**config.mk**
```make
export PLATFORM = sky130hd
export DESIGN_NAME = temp_sample_sequencer
export DESIGN_NICKNAME = d
export VERILOG_FILES = /design/src/rtl/temp_sample_sequencer.sv
export SDC_FILE = /design/constraint.sdc
export NUM_CORES = 1
export LEC_CHECK = 0
export ABC_AREA = 1
export CAP_MARGIN = 15
export CORE_MARGIN = 4
export CORE_UTILIZATION = 30
export DETAILED_ROUTE_END_ITERATION = 6
export PLACE_DENSITY = 0.62
export RECOVER_POWER = 50
export SETUP_SLACK_MARGIN = 0.5
export SYNTH_ARGS = -nofsm -noshare
export SYNTH_HDL_FRONTEND = slang
export SYNTH_SLANG_ARGS = --single-unit
```
**constraint.sdc**
```tcl
create_clock -name clk_in_100 -period 1.7 [get_ports clk_in_100]
set_input_delay 0.17 -clock clk_in_100 [delete_from_list [all_inputs] [get_ports clk_in_100]]
set_output_delay 0.17 -clock clk_in_100 [all_outputs]
set_load 0.01 [all_outputs]
```
**src/rtl/temp_sample_sequencer.sv**
```systemverilog
// Temperature sample sequencer: paces DRP reads of the SYSMON temperature
// register, recovers from missing read-data, and averages 2^AVG_LOG2 samples
// into a raw code for the fan controller.
module temp_sample_sequencer #(
   parameter int unsigned SAMPLE_DIV = 100000,
   parameter logic [6:0]  TEMP_ADDR  = 7'h00,
   parameter int unsigned TIMEOUT    = 255,
   parameter int unsigned AVG_LOG2   = 2
) (
   input  logic        clk_in_100,
   input  logic        rst_in,
   input  logic        enable_in,
   output logic        drp_den_out,
   output logic [6:0]  drp_daddr_out,
   output logic        drp_dwe_out,
   output logic [15:0] drp_di_out,
   input  logic [15:0] drp_do_in,
   input  logic        drp_drdy_in,
   output logic [15:0] raw_temp_out,
   output logic        raw_temp_valid_out,
   output logic [7:0]  timeout_cnt_out,
   output logic        busy_out
);

   localparam int unsigned TICK_W = (SAMPLE_DIV > 1) ? $clog2(SAMPLE_DIV) : 1;
   localparam int unsigned WAIT_W = $clog2(TIMEOUT + 1);
   localparam int unsigned ACC_W  = 16 + AVG_LOG2;
   localparam int unsigned CNT_W  = AVG_LOG2 + 1;

   localparam logic [TICK_W-1:0] TICK_LAST = TICK_W'(SAMPLE_DIV - 1);
   localparam logic [WAIT_W-1:0] WAIT_LAST = WAIT_W'(TIMEOUT - 1);
   localparam logic [CNT_W-1:0]  CNT_LAST  = CNT_W'((1 << AVG_LOG2) - 1);

   typedef enum logic [1:0] {IDLE, REQ, WAIT} state_t;

   state_t            state, state_nxt;
   logic [TICK_W-1:0] tick_cnt;
   logic              tick;
   logic [WAIT_W-1:0] wait_cnt;
   logic [ACC_W-1:0]  acc;
   logic [ACC_W-1:0]  acc_sum;
   logic [CNT_W-1:0]  sample_cnt;
   logic              drop_avg;   // enable fell while a read was in flight
   logic              capture;
   logic              timed_out;

   // Write side of the DRP is never used; only the temperature register is read.
   assign drp_daddr_out = TEMP_ADDR;
   assign drp_dwe_out   = 1'b0;
   assign drp_di_out    = '0;

   assign tick    = enable_in && (tick_cnt == TICK_LAST);
   // Accumulator is wide enough for 2^AVG_LOG2 full-scale samples, so no overflow.
   assign acc_sum = acc + ACC_W'(drp_do_in);

   // Free-running sample tick divider, parked at zero while disabled.
   always_ff @(posedge clk_in_100) begin
      if (rst_in || !enable_in)
         tick_cnt <= '0;
      else if (tick_cnt == TICK_LAST)
         tick_cnt <= '0;
      else
         tick_cnt <= tick_cnt + TICK_W'(1);
   end

   // FSM state register.
   always_ff @(posedge clk_in_100) begin
      if (rst_in)
         state <= IDLE;
      else
         state <= state_nxt;
   end

   // Next-state decode plus DRP strobe and completion events.
   always_comb begin
      state_nxt   = state;
      drp_den_out = 1'b0;
      busy_out    = (state != IDLE);
      capture     = 1'b0;
      timed_out   = 1'b0;
      case (state)
         IDLE: if (tick) state_nxt = REQ;
         REQ: begin
            drp_den_out = 1'b1;
            state_nxt   = WAIT;
         end
         WAIT: begin
            if (drp_drdy_in) begin
               capture   = 1'b1;
               state_nxt = IDLE;
            end else if (wait_cnt == WAIT_LAST) begin
               timed_out = 1'b1;
               state_nxt = IDLE;
            end
         end
         default: state_nxt = IDLE;
      endcase
   end

   // Cycles spent in WAIT; cleared everywhere else (including the REQ cycle).
   always_ff @(posedge clk_in_100) begin
      if (rst_in || state != WAIT)
         wait_cnt <= '0;
      else
         wait_cnt <= wait_cnt + WAIT_W'(1);
   end

   // Averaging datapath, output register and timeout accounting.
   always_ff @(posedge clk_in_100) begin
      if (rst_in) begin
         raw_temp_out       <= 16'hFFFF;
         raw_temp_valid_out <= 1'b0;
         timeout_cnt_out    <= '0;
         acc                <= '0;
         sample_cnt         <= '0;
         drop_avg           <= 1'b0;
      end else begin
         raw_temp_valid_out <= 1'b0;

         if (timed_out && timeout_cnt_out != 8'hFF)
            timeout_cnt_out <= timeout_cnt_out + 8'd1;

         // Disable while idle flushes at once; while busy it is remembered
         // and applied when the read completes.
         if (state == IDLE) begin
            drop_avg <= 1'b0;
            if (!enable_in) begin
               acc        <= '0;
               sample_cnt <= '0;
            end
         end else if (!enable_in) begin
            drop_avg <= 1'b1;
         end

         if (capture || timed_out) begin
            if (drop_avg || !enable_in) begin
               acc        <= '0;
               sample_cnt <= '0;
            end else if (capture) begin
               if (sample_cnt == CNT_LAST) begin
                  raw_temp_out       <= acc_sum[ACC_W-1:AVG_LOG2];
                  raw_temp_valid_out <= 1'b1;
                  acc                <= '0;
                  sample_cnt         <= '0;
               end else begin
                  acc        <= acc_sum;
                  sample_cnt <= sample_cnt + CNT_W'(1);
               end
            end
         end
      end
   end

endmodule
```
==> reports/metrics.cfg, run 1 <==
[synth]
ys.flop_type=dfxtp_1
async_reset_ff_share_pct=0
synth_cell_types=44
syn_avg_cell_area_um2=7.000
seq_area_frac_synth_pct=34.19
yosysWarnings=0
netlist_area_um2=4333
postSynthCellCount=619
synth_edf_count=0
ys_ff_latch=74

[power]
p_clk_share_pct=48.0
combPwrFrac_pct=9.2
pwr-share-seq_pct=42.7
p_int_w=0.003095
p_leak_nw=2.895
power_density_nw_per_um2=570.6
irDropWorstVdd_uv=428.9
p_switching_w=0.0009405
switching_share_pct=23.31

[global_route]
grt_pass1_wl_mm=19.53
overflow=0
grt_usage_pct=14.69
grt_pass1_vias=4148
grt_max_degree=25
antenna_found_initial=0

[critical_path]
setup.worst_path.end_class=flop
worstPathRequired_ns=1.97
critical-path-slowest-cell=dfxtp_2
path_cells=ha_4 > buf_4 > nand2_1 > nand3b_1 > nand2_2 > nand2_4 > buf_6 > o211ai_1 > nand3_2 > a21oi_2
slowest_delay_ns=0.34
cp_data_arrival_time_ns=2.08
crit_type=flop to flop
critPathLaunchType=flop
path_max_fanout=3

[placement]
hpwl_mm=8.500
globalplace.congestion=0.8269
port-buffer-count=46

[clock_network]
cts_tree=done
path_clk_slew_ns=0.06
cts_sinks=74
clkLatencyLatePin_ns=0.34
cts_buffers=9
cts.htree.levels=3
clockBufferDepth=2
ctsRootBufferMaster=clkbuf_16

[sta]
fmax_mhz=553.6
setup_slack_ns=-0.1064
period_share_pct=106.3
setup_viol=10
hold_viol_final=0
final.setup_skew_ns=0.003883
hold_slack_ns=0.4651
rsz0062_at_grt=true
min_period_ns=1.806
drv_slew=0

[run_status]
failed_checks=setup timing
status=finished, violations left

[routing]
drt_first_pass_iters=4
drt_iter0_markers=283
drc=0
ant_nets=0
drt-vias-per-instance=4.784
wl_per_cell_um=13.78
via_count=4492
routed_wl_mm=12.94

[finish]
nFillCells=1306
layout-drive-gt1-share_pct=45.72
antenna_cells=0
layout_common_cells=nand2_1 (95), buf_4 (70), inv_1 (52), dfxtp_1 (41), a21oi_1 (39)
final_common_cell=nand2_1
fin_nets=796
postLayoutCoreUtil_pct=50.56
area_growth_pct=63.24

[die]
die_y_um=128.2
io_pins=71
die_w_um=128.2
coreArea_um2=13990
row_count=43
dieArea_um2=16430
start_util_pct=30.97

[flow_run]
cap_violations=0

[hold_path]
min_path_type=flop to flop

metal layers:
layer  routed length (um)  vias up  GRT usage (%)
li1                     -     2248              -
met1                 5452     2116          18.54
met2                 6624      108          24.76
met3                  614       20          3.333
met4                  251        0          4.682
met5                    0        -              0
power groups by stage:
stage	registers (W)	logic [W]	clock network [W]
final	0.00173	0.000373	0.00194
after global routing	0.00172	0.000399	0.00206
after detailed placement	0.00178	0.000300	0
after CTS	0.00173	0.000321	0.00198
after floorplan	0.00178	0.000195	0
after global placement	0.00178	0.000300	0
path summary, 6_finish.rpt:
check             startpoint              end  slack [ns]  cells past startpoint
min          raw_temp_out[9]  raw_temp_out[9]        0.47                      2
max reg2reg           acc[5]          acc[10]       -0.11                     10
max                   acc[5]          acc[10]       -0.11                     10
min reg2reg  raw_temp_out[9]  raw_temp_out[9]        0.47                      2
layout make-up:
type	instances	area, um^2	area share (%)
clock buffers	11	252.7	3.573
clock inverters	5	52.55	0.7430
inverters	72	295.3	4.175
multi-input cells	460	3478	49.18
flip-flops and latches	74	1550	21.92
well taps	180	225.2	3.184
repair buffers	137	1219	17.23
worst max-delay path: cells and delay by family (launching register included):
family / cells / cell delay (ns)
flops: 1 / 0.34
simple gates: 5 / 0.52
buf+inv: 2 / 0.24
compound gates: 2 / 0.37
fa+ha+maj: 1 / 0.28
cells in the mapped netlist, drive strengths merged (2+ instances only):
cell	n	share of area (%)
xnor2	3	0.61
clkbuf	3	0.26
nand2	147	13
buf	33	5.4
nor2	63	6.2
nor4	2	0.29
nor3	25	3.5
dfxtp	74	34
a21oi	60	6.9
nor3b	6	1.0
xor2	12	2.4
o21ai	13	1.5
or2	4	0.58
o21bai	2	0.35
ha	21	6.1
nand3b	2	0.35
nand4	12	1.9
inv	71	6.2
nand3	55	6.8
o211ai	2	0.35
registers in the layout, indices dropped and copies added, names as in the netlist:
signal,cells
acc,18
tick_cnt,17
raw_temp_out,16
timeout_cnt_out,8
wait_cnt,8
sample_cnt,3
state,2
drop_avg,1
raw_temp_valid_out,1
kinds of logic (layout without fill, tap and decap cells):
logic type,after synthesis,after routing,share of synthesized area [%]
AO/OA/AOI/OAI,82,82,9.991
XOR/XNOR,15,15,3.032
adder cells (fa/ha/maj),22,22,6.526
buffers and inverters,108,225,11.95
flip-flops,74,74,34.19
other,1,24,0.08655
AND/OR/NAND/NOR,317,317,34.22
timing repair:
action | in CTS | in global routing
resized for setup | 143 | 135
endpoints found under the setup margin | 92 | 80
pin swaps | 38 | 55
hold buffers | 0 | 0
setup buffers | 20 | 16
metrics by stage:
stage                     setup TNS, ns  instance area (um^2)  instances  setup WS [ns]  total power [W]
final                           -0.6158                  7073        939        -0.1064         0.004036
after global routing             -2.030                  7073        939        -0.2146         0.004180
after CTS                       -0.3705                  6452        923       -0.07443         0.004037
after detailed placement         -7.793                  5639        887        -0.4208         0.002078
after global placement           -7.269                  5639        887        -0.3914         0.002078
after floorplan                       0                  4753        642        0.06636         0.001972
No activity file was read; power rests on OpenSTA's default activity.
==> run 2: changes to the inputs <==
- PLACE_DENSITY: 0.62 -> 0.6
- clock period: 1.7 -> 2.2 ns (I/O delays scaled with it)
==> run 2 against run 1 <==
Utilization decreased by 8.9 points. Non-clock buffer count decreased by 60. Sequential power decreased by 23%. Wire length decreased by 15%. Sequential cell count unchanged. Final area decreased by 18%. Critical endpoint is now acc[9]. Highest routed layer is now met5. The flow now finishes without violations. Power decreased by 18%. Sequential share of layout area increased by 3.7 points. Fmax decreased by 0.94%. Die area unchanged. First-iteration DRC count decreased by 42%.
==> reports/metrics.cfg, run 2 (synthesis results as in run 1) <==
[placement]
pre_cts_slack_ns=-0.04210  ; +0.3787 ns
globalplace.congestion=0.8478  ; +2.5%
port-buffer-count=46  ; unchanged
hpwl_mm=8.022  ; -5.6%

[critical_path]
critical-path-slowest-cell=dfxtp_1
cp_common_cell=nand4_1
cp_data_arrival_time_ns=2.08  ; about the same
setup.worst_path.end_class=flop
path_max_fanout=6  ; +3
critical_path.top_delay_family=simple AND/OR/NAND/NOR gates
path_buf_inv=2  ; unchanged
path_cells=ha_1 > inv_1 > nor2_2 > nand4_1 > nand2b_1 > nand2_4 > nand2_2 > inv_2 > nand4_1 > a21oi_1
critPathLaunchType=flop
slowest_delay_ns=0.35  ; about the same
crit_type=flop to flop
worstPathRequired_ns=2.46  ; +0.49 ns

[sta]
setup_slack_ns=0.3765  ; +0.4829 ns
final.setup_skew_ns=0.004856  ; +0.0009733 ns
maxSlewHeadroom_pct=62.85
hold_viol_final=0  ; unchanged
min_period_ns=1.823  ; +0.01712 ns
worst_slew_pin_slew_ns=0.5530
drv_slew=0  ; unchanged
setup_viol=0  ; -10
hold_slack_ns=0.4392  ; -0.02584 ns
period_share_pct=82.89  ; -23 points
rsz0062_at_grt=true
fmax_mhz=548.4  ; -0.94%

[routing]
drt_first_pass_iters=4  ; unchanged
drc=0  ; unchanged
routed_wl_mm=11.06  ; -15%
ant_nets=0  ; unchanged
via_count=4020  ; -11%
wl_per_cell_um=12.58  ; -8.7%
drt-vias-per-instance=4.573  ; -4.4%
drt_iter0_markers=164  ; -42%

[power]
combPwrFrac_pct=6.2  ; -3.0 points
p_clk_share_pct=53.0  ; +5.0 points
irDropWorstVdd_uv=393.9  ; -8.2%
p_int_w=0.002587  ; -16%
switching_share_pct=21.40  ; -1.9 points
pwr-share-seq_pct=40.8  ; -1.9 points
p_leak_nw=2.382  ; -18%
p_switching_w=0.0007046  ; -25%
power_density_nw_per_um2=564.6  ; -1.0%

[flow_run]
cap_violations=0  ; unchanged

[finish]
register_area_um2=1494  ; -3.6%
top_regs=acc x18, tick_cnt x17, raw_temp_out x16
layout_common_cells=nand2_1 (122), inv_1 (65), dfxtp_1 (64), nor2_1 (54), a21oi_1 (52)
final_common_cell=nand2_1
antenna_cells=0  ; unchanged
multiInputGateArea_um2=2776  ; -20%
fin_nets=736  ; -7.5%
layout-drive-gt1-share_pct=20.46  ; -25 points
top_register=acc
nFillCells=1444  ; +11%
largest_reg_flops=18  ; unchanged
area_growth_pct=34.57
postLayoutCoreUtil_pct=41.68  ; -8.9 points

[die]
io_pins=71  ; unchanged
die_w_um=128.2  ; unchanged
die_y_um=128.2  ; unchanged
coreArea_um2=13990  ; unchanged
start_util_pct=30.97  ; unchanged
row_count=43  ; unchanged
dieArea_um2=16430  ; unchanged

[global_route]
grt_max_degree=24  ; -4.0%
grt_pass1_wl_mm=17.40  ; -11%
grt_pass1_vias=3665  ; -12%
grt_usage_pct=13.07  ; -1.6 points
antenna_found_initial=1  ; +1
overflow=0  ; unchanged

[clock_network]
ctsRootBufferMaster=clkbuf_16
path_clk_slew_ns=0.06  ; about the same
cts_tree=done
clkLatencyLatePin_ns=0.34  ; about the same
cts_buffers=9  ; unchanged
clockBufferDepth=2  ; unchanged
cts.htree.levels=3  ; unchanged
cts_sinks=74  ; unchanged

[run_status]
status=completed

[hold_path]
min_path_type=flop to flop

run 2: changes by cell type in the layout (fill, tap and decap cells not counted), sizes merged:
| cell | before | now |
|---|---|---|
| dlymetal6s2s | 0 | 8 |
| clkinv | 5 | 2 |
| buf | 94 | 29 |
| bufinv | 1 | 3 |
| clkdlybuf4s15 | 4 | 0 |
| inv | 70 | 71 |
| dlygate4sd3 | 0 | 25 |
| clkdlybuf4s50 | 17 | 10 |
| clkdlybuf4s25 | 0 | 1 |
| dlygate4sd2 | 21 | 2 |
| clkbuf | 12 | 13 |
run 2: worst paths after layout:
kind | slack [ns] | cells past startpoint | endpoint | startpoint
worst max-delay path | 0.38 | 10 | acc[9] | wait_cnt[1]
worst min-delay path | 0.44 | 1 | wait_cnt[0] | wait_cnt[0]
worst max register to register | 0.38 | 10 | acc[9] | wait_cnt[1]
worst min register to register | 0.44 | 1 | wait_cnt[0] | wait_cnt[0]
run 2: repair_timing:
item                       4_1_cts  5_1_grt
buffers inserted                 5        8
setup endpoints to repair       36       57
resized for setup               32       78
gates cloned                     0        0
hold endpoints to repair         0        0
hold buffers                     0        0
pin swaps                       11       29
run 2: cell type report:
class | count | share of cell area (%)
multi-input cells | 460 | 47.62
clock buffers | 11 | 4.335
well taps | 180 | 3.863
flip-flops and latches | 74 | 25.62
repair buffers | 77 | 12.19
inverters | 72 | 4.657
clock inverters | 5 | 1.717
run 2: layer usage:
layer,up-vias,part of all wire (%),global-route usage (%)
li1,2126,-,-
met1,1816,47,16.96
met2,64,47,21.27
met3,12,4.5,3.792
met4,2,1.0,3.371
met5,-,0.063,0
run 2: power groups by stage:
stage,Clock (W),Sequential [W],Combinational [W]
floorplan,0,0.00137,0.000131
global placement,0,0.00137,0.000178
detailed placement,0,0.00137,0.000178
CTS,0.00178,0.00134,0.000185
global route,0.00183,0.00134,0.000224
finish,0.00174,0.00134,0.000205
run 2: through the flow:
| step | std cells | setup TNS, ns | instance area [um^2] | total power [W] |
|---|---|---|---|---|
| floorplan | 642 | 0 | 4422 | 0.001503 |
| global placement | 850 | -0.02376 | 4999 | 0.001550 |
| detailed placement | 850 | -0.1067 | 4999 | 0.001550 |
| CTS | 871 | 0 | 5494 | 0.003303 |
| global route | 879 | 0 | 5831 | 0.003399 |
| finish | 879 | 0 | 5831 | 0.003292 |
